==> config.mk <==
export PLATFORM = sky130hd
export DESIGN_NAME = fp_wb_writer
export DESIGN_NICKNAME = d
export VERILOG_FILES = /design/src/rtl/fp_wb_writer.sv
export SDC_FILE = /design/constraint.sdc
export NUM_CORES = 1
export LEC_CHECK = 0
export CORE_MARGIN = 2
export CORE_UTILIZATION = 54
export DETAILED_ROUTE_END_ITERATION = 12
export PLACE_DENSITY_LB_ADDON = 0.15
export SETUP_SLACK_MARGIN = 0.15
export SLEW_MARGIN = 25
export SYNTH_ARGS = -nofsm -noshare
export SYNTH_HDL_FRONTEND = slang
export SYNTH_SLANG_ARGS = --single-unit
export TNS_END_PERCENT = 1
==> constraint.sdc <==
create_clock -name clock -period 3.2 [get_ports clock]
set_input_delay 0.48 -clock clock [delete_from_list [all_inputs] [get_ports clock]]
set_output_delay 0.48 -clock clock [all_outputs]
set_load 0.05 [all_outputs]
==> src/rtl/fp_wb_writer.sv <==
// fp_wb_writer -- write-back front end for the RV32F floating-point register file.
//
// Merges results from two producers (channel A: pipelined FPU, channel B:
// iterative div/sqrt) with round-robin arbitration. It buffers them in order
// in a small FIFO and drives the single register-file write port with at most
// one write per cycle. A pending-destination mask tells hazard logic which
// f-registers still have a write in flight.
//
// Ports:
//   clock, reset            system clock, synchronous active-high reset
//   a_valid/a_ready/a_rd/a_data   channel A result handshake and payload
//   b_valid/b_ready/b_rd/b_data   channel B result handshake and payload
//   fp_reg_write, rd, wb_data     registered register-file write port
//   pend_mask               bit r set while a buffered or output entry targets f[r]
//   fifo_count              current FIFO occupancy, 0..DEPTH
//
// Build option: define FP_WB_BYPASS_EN so that an entry accepted while the
// FIFO is empty goes straight to the output registers (1-edge latency).
// Without it, every entry goes through the FIFO (2-edge latency).

module fp_wb_writer #(
    parameter int DEPTH = 4,
    parameter int PTR_W = 2
) (
    input  logic             clock,
    input  logic             reset,
    input  logic             a_valid,
    output logic             a_ready,
    input  logic [4:0]       a_rd,
    input  logic [31:0]      a_data,
    input  logic             b_valid,
    output logic             b_ready,
    input  logic [4:0]       b_rd,
    input  logic [31:0]      b_data,
    output logic             fp_reg_write,
    output logic [4:0]       rd,
    output logic [31:0]      wb_data,
    output logic [31:0]      pend_mask,
    output logic [PTR_W:0]   fifo_count
);

    localparam logic           GRANT_A    = 1'b0;
    localparam logic           GRANT_B    = 1'b1;
    localparam logic [PTR_W:0] FULL_COUNT = (PTR_W + 1)'(DEPTH);

    logic [4:0]       rd_mem   [DEPTH];
    logic [31:0]      data_mem [DEPTH];
    logic [PTR_W-1:0] wr_ptr_r;
    logic [PTR_W-1:0] rd_ptr_r;
    logic [PTR_W:0]   count_r;
    logic             last_grant_r;

    logic             full_s;
    logic             a_fire_s;
    logic             b_fire_s;
    logic             acc_s;
    logic [4:0]       acc_rd_s;
    logic [31:0]      acc_data_s;
    logic             pop_s;
    logic             bypass_s;
    logic             push_s;
    logic [PTR_W-1:0] slot_off_s;

    assign fifo_count = count_r;
    assign full_s     = (count_r == FULL_COUNT);

    // Readies depend only on registered state and the other channel's valid.
    always_comb begin
        a_ready = 1'b0;
        b_ready = 1'b0;
        if (full_s) begin
            a_ready = 1'b0;
            b_ready = 1'b0;
        end else begin
            a_ready = !b_valid || (last_grant_r == GRANT_B);
            b_ready = !a_valid || (last_grant_r == GRANT_A);
        end
    end

    assign a_fire_s = a_valid && a_ready;
    assign b_fire_s = b_valid && b_ready;
    assign acc_s    = a_fire_s || b_fire_s;
    assign pop_s    = (count_r != {(PTR_W + 1){1'b0}});

    // Select the accepted payload; the two fires are mutually exclusive.
    always_comb begin
        acc_rd_s   = 5'd0;
        acc_data_s = 32'd0;
        if (a_fire_s) begin
            acc_rd_s   = a_rd;
            acc_data_s = a_data;
        end else begin
            acc_rd_s   = b_rd;
            acc_data_s = b_data;
        end
    end

`ifdef FP_WB_BYPASS_EN
    // An empty FIFO lets the accepted entry skip the buffer.
    assign bypass_s = acc_s && !pop_s;
`else
    assign bypass_s = 1'b0;
`endif

    assign push_s = acc_s && !bypass_s;

    // FIFO storage; contents need no reset because count gates validity.
    always_ff @(posedge clock) begin
        if (!reset && push_s) begin
            rd_mem[wr_ptr_r]   <= acc_rd_s;
            data_mem[wr_ptr_r] <= acc_data_s;
        end
    end

    // Pointers, occupancy, arbitration history and the registered write port.
    always_ff @(posedge clock) begin
        if (reset) begin
            wr_ptr_r     <= '0;
            rd_ptr_r     <= '0;
            count_r      <= '0;
            last_grant_r <= GRANT_B;
            fp_reg_write <= 1'b0;
            rd           <= 5'd0;
            wb_data      <= 32'd0;
        end else begin
            if (push_s) begin
                wr_ptr_r <= wr_ptr_r + PTR_W'(1);
            end

            if (pop_s) begin
                fp_reg_write <= 1'b1;
                rd           <= rd_mem[rd_ptr_r];
                wb_data      <= data_mem[rd_ptr_r];
                rd_ptr_r     <= rd_ptr_r + PTR_W'(1);
            end else if (bypass_s) begin
                fp_reg_write <= 1'b1;
                rd           <= acc_rd_s;
                wb_data      <= acc_data_s;
            end else begin
                fp_reg_write <= 1'b0;
            end

            case ({push_s, pop_s})
                2'b10:   count_r <= count_r + (PTR_W + 1)'(1);
                2'b01:   count_r <= count_r - (PTR_W + 1)'(1);
                default: count_r <= count_r;
            endcase

            if (a_fire_s) begin
                last_grant_r <= GRANT_A;
            end else if (b_fire_s) begin
                last_grant_r <= GRANT_B;
            end
        end
    end

    // Pending mask: a slot is live when its distance from rd_ptr is below count;
    // the entry currently on the write port is still in flight too.
    always_comb begin
        pend_mask  = 32'd0;
        slot_off_s = '0;
        for (int i = 0; i < DEPTH; i++) begin
            slot_off_s = PTR_W'(i) - rd_ptr_r;
            if ({1'b0, slot_off_s} < count_r) begin
                pend_mask = pend_mask | (32'd1 << rd_mem[i]);
            end else begin
                pend_mask = pend_mask;
            end
        end
        if (fp_reg_write) begin
            pend_mask = pend_mask | (32'd1 << rd);
        end else begin
            pend_mask = pend_mask;
        end
    end

endmodule

==> results of run 1 <==
==> worst max-delay path, stage by stage, from the launching register on <==
cell,delay (ns)
edfxtp_1,0.69
nor2b_1,0.56
and2_1,0.33
a22oi_1,0.14
nand3_1,0.26
buf_12,0.17
==> synthesized netlist by cell type, drive strengths merged (5+ instances only) <==
cell | n | share of area
a21oi | 51 | 0.028
edfxtp | 148 | 0.49
inv | 13 | 0.0054
nor3 | 21 | 0.012
clkbuf | 21 | 0.0087
nand3 | 34 | 0.019
a22oi | 35 | 0.029
nor2 | 33 | 0.014
dfxtp | 46 | 0.10
buf | 18 | 0.012
ha | 9 | 0.012
nor3b | 5 | 0.0041
nor2b | 15 | 0.011
nand2b | 17 | 0.012
nor4 | 5 | 0.0034
nand4 | 5 | 0.0034
nand2 | 106 | 0.045
mux2 | 37 | 0.046
mux4 | 37 | 0.092
and2 | 11 | 0.0078
o211ai | 5 | 0.0047
==> logic make-up (layout without fill, tap and decap cells) <==
kind of cell	count (synthesis)	after routing	share of synthesized area
and+or+nand+nor	262	262	0.1391
buffers and inverters	52	214	0.02559
AOI/OAI and AO/OA	119	119	0.08737
DFF	194	194	0.5900
xor gates and xnor gates	5	5	0.004817
muxes	75	75	0.1386
adders and majority gates	10	10	0.01458
==> area by class of cell <==
cell class	count	area (sq um)	area share
Timing Repair Buffer	170	1951	0.1626
Sequential cell	194	5376	0.4482
Clock inverter	14	195.2	0.01627
Clock buffer	17	425.4	0.03546
Multi-Input combinational cell	471	3724	0.3104
Tap cell	220	275.3	0.02295
Inverter	13	48.80	0.004068
==> flip-flops by register name (all words and copies together), names as in the netlist <==
signal	count
data_mem	128
wb_data	32
rd_mem	20
rd	5
fifo_count	3
rd_ptr_r	2
wr_ptr_r	2
fp_reg_write	1
last_grant_r	1
==> layer usage <==
metal	vias to the layer above	wire length (microns)	global-route usage
li1	3017	-	-
met1	3425	10460	0.4035
met3	54	2376	0.06992
met5	-	0	0
met4	0	757	0.1164
met2	429	13390	0.5043
==> what timing repair did <==
| action | 4_1_cts | 5_1_grt |
|---|---|---|
| endpoints found under the setup margin | 29 | 32 |
| pin swaps | 1 | 13 |
| resized for setup | 11 | 34 |
| buffers inserted | 1 | 2 |
==> through the flow <==
stage	power [W]	TNS [ns]	instances
after floorplan	0.007019	-0.2189	717
after global placement	0.008724	0	1065
after detailed placement	0.008841	0	1065
after CTS	0.01106	0	1097
after global routing	0.01175	0	1099
final	0.01133	0	1099
==> power by group through the flow <==
stage	clock, W	sequential, W	combinational (W)
after floorplan	0	0.00438	0.00263
after global placement	0	0.00369	0.00503
after detailed placement	0	0.00373	0.00511
after CTS	0.00218	0.00369	0.00519
after global routing	0.00228	0.00376	0.00571
final	0.00217	0.00371	0.00545
==> how the worst min path moves through the flow <==
stage                     cells past startpoint    startpoint  slack, ns           end
final                                         2    wb_data[9]       0.45    wb_data[9]
after global routing                          2    wb_data[8]       0.48    wb_data[8]
after CTS                                     2    wb_data[9]       0.45    wb_data[9]
after detailed placement                      2    wb_data[9]       0.44    wb_data[9]
after global placement                        2    wb_data[9]       0.44    wb_data[9]
after floorplan                               1  last_grant_r       0.48  last_grant_r
==> qor.csv, run 1 <==
metric,value,unit
Rows,47,
final slew viol count,0,
Pre-Repair DR Iteration Count,7,
DR WL/cell,24.55,microns
Yosys reg bits,194,
WP data required,2.72,ns
final worst path period share,0.9593,
Die Wd,133.8,microns
P_int,0.006525,W
CTS sink cnt,194,
detailed placement HPWL,18.27,mm
mapped cell area,0.009094,sq mm
Max-slew headroom,0.4726,
Main synth FF type,edfxtp_1,
worst slew pin tran,0.7850,ns
R2R depth,8,
largest net degree at the start of global routing,47,
crit path to,pend_mask[11],
Ant. Diodes,0,
First DRT Iteration DRCs,645,
cts bufs inserted,17,
Crit Reg-Reg Endpoint,fifo_count[2],
Post-Syn Nets,805,
Flop pwr share,0.328,
Reg2Reg Setup Slack,0.65,ns
CP max FO,11,
CP Class,register to output pin,
"commonest cells after routing, fill and taps aside","edfxtp_1 (148), clkdlybuf4s50_1 (119), nand2_1 (104)",
RR Startpoint,fifo_count[2],
final wirelength,26.98,mm
fin util,0.7259,
PwrDens,944.7,mW/mm^2
design area,0.01200,sq mm
maximum clock path buffer count,2,
critical path endpoint category,output pin,
hold_buf cts,0,
P_leak,4.054,nW
sequential area share after synthesis,0.5900,
Post-synth EDFFs,148,
synthesis-to-finish area growth,31.91,%
Yosys cell types,55,
H-tree Lvls,4,
share of cells above drive strength 1,0.2309,
nets,955,
RSZ-0062 raised after global routing,yes,
vias in the first global route,7040,
status,"complete, no violations",
initial antenna violation count,0,
Remaining DRCs,0,
Placer Congestion,1.039,
fin crit period,3.070,ns
first-pass GRT wire length,40.93,mm
root buffer cell,clkbuf_16,
CTS tree,built,
Total GRT Usage,0.3074,
"commonest non-fill, non-tap cell in the layout",edfxtp_1,
Avg Vias per Cell,6.301,
Die H,133.8,microns
worst skew pair latency,0.44,ns
die area,0.01789,sq mm
Final Hold Fails,0,
Critical Path Start,rd_mem[2][1],
Initial Util,0.5503,
Clock power frac,0.191,
Fmax,325.8,MHz
number of buffers added on ports,152,
Worst EP arrival,2.59,ns
asr flop ratio synth,0,
clock skew,0.01223,ns
via count,6925,
final setup violation count,0,
Logic pwr share,0.481,
Filler Cell Count,1048,
final hold slack,0.4514,ns
Post-DRT Antenna Nets,0,
maxcap violations,0,
DP Area,0.01111,sq mm
Core ar.,0.01652,sq mm
post-synthesis cell count,717,
Max VDD drop,0.5946,mV
Syn Area/Cell,12.68,sq um
P_sw,0.004807,W
Switching Fraction,0.4242,
IO Pins,153,
final setup margin,0.1302,ns
worst min path class,register to register,
gr ovfl total,0,
CP Launch Type,register,
yosys warns,0,
"Reg clk slew, reported paths",0.07,ns
Post-Place Setup Slack,0.3736,ns
(Power assumes the default switching activity.)
==> run 2: changes to the inputs <==
--- a/config.mk
+++ b/config.mk
@@ -5,6 +5,7 @@
 export SDC_FILE = /design/constraint.sdc
 export NUM_CORES = 1
 export LEC_CHECK = 0
+export CAP_MARGIN = 10
 export CORE_MARGIN = 2
 export CORE_UTILIZATION = 54
 export DETAILED_ROUTE_END_ITERATION = 12
==> results of run 2 <==
No change in the layout: final DEF, timing and power equal those of run 1.
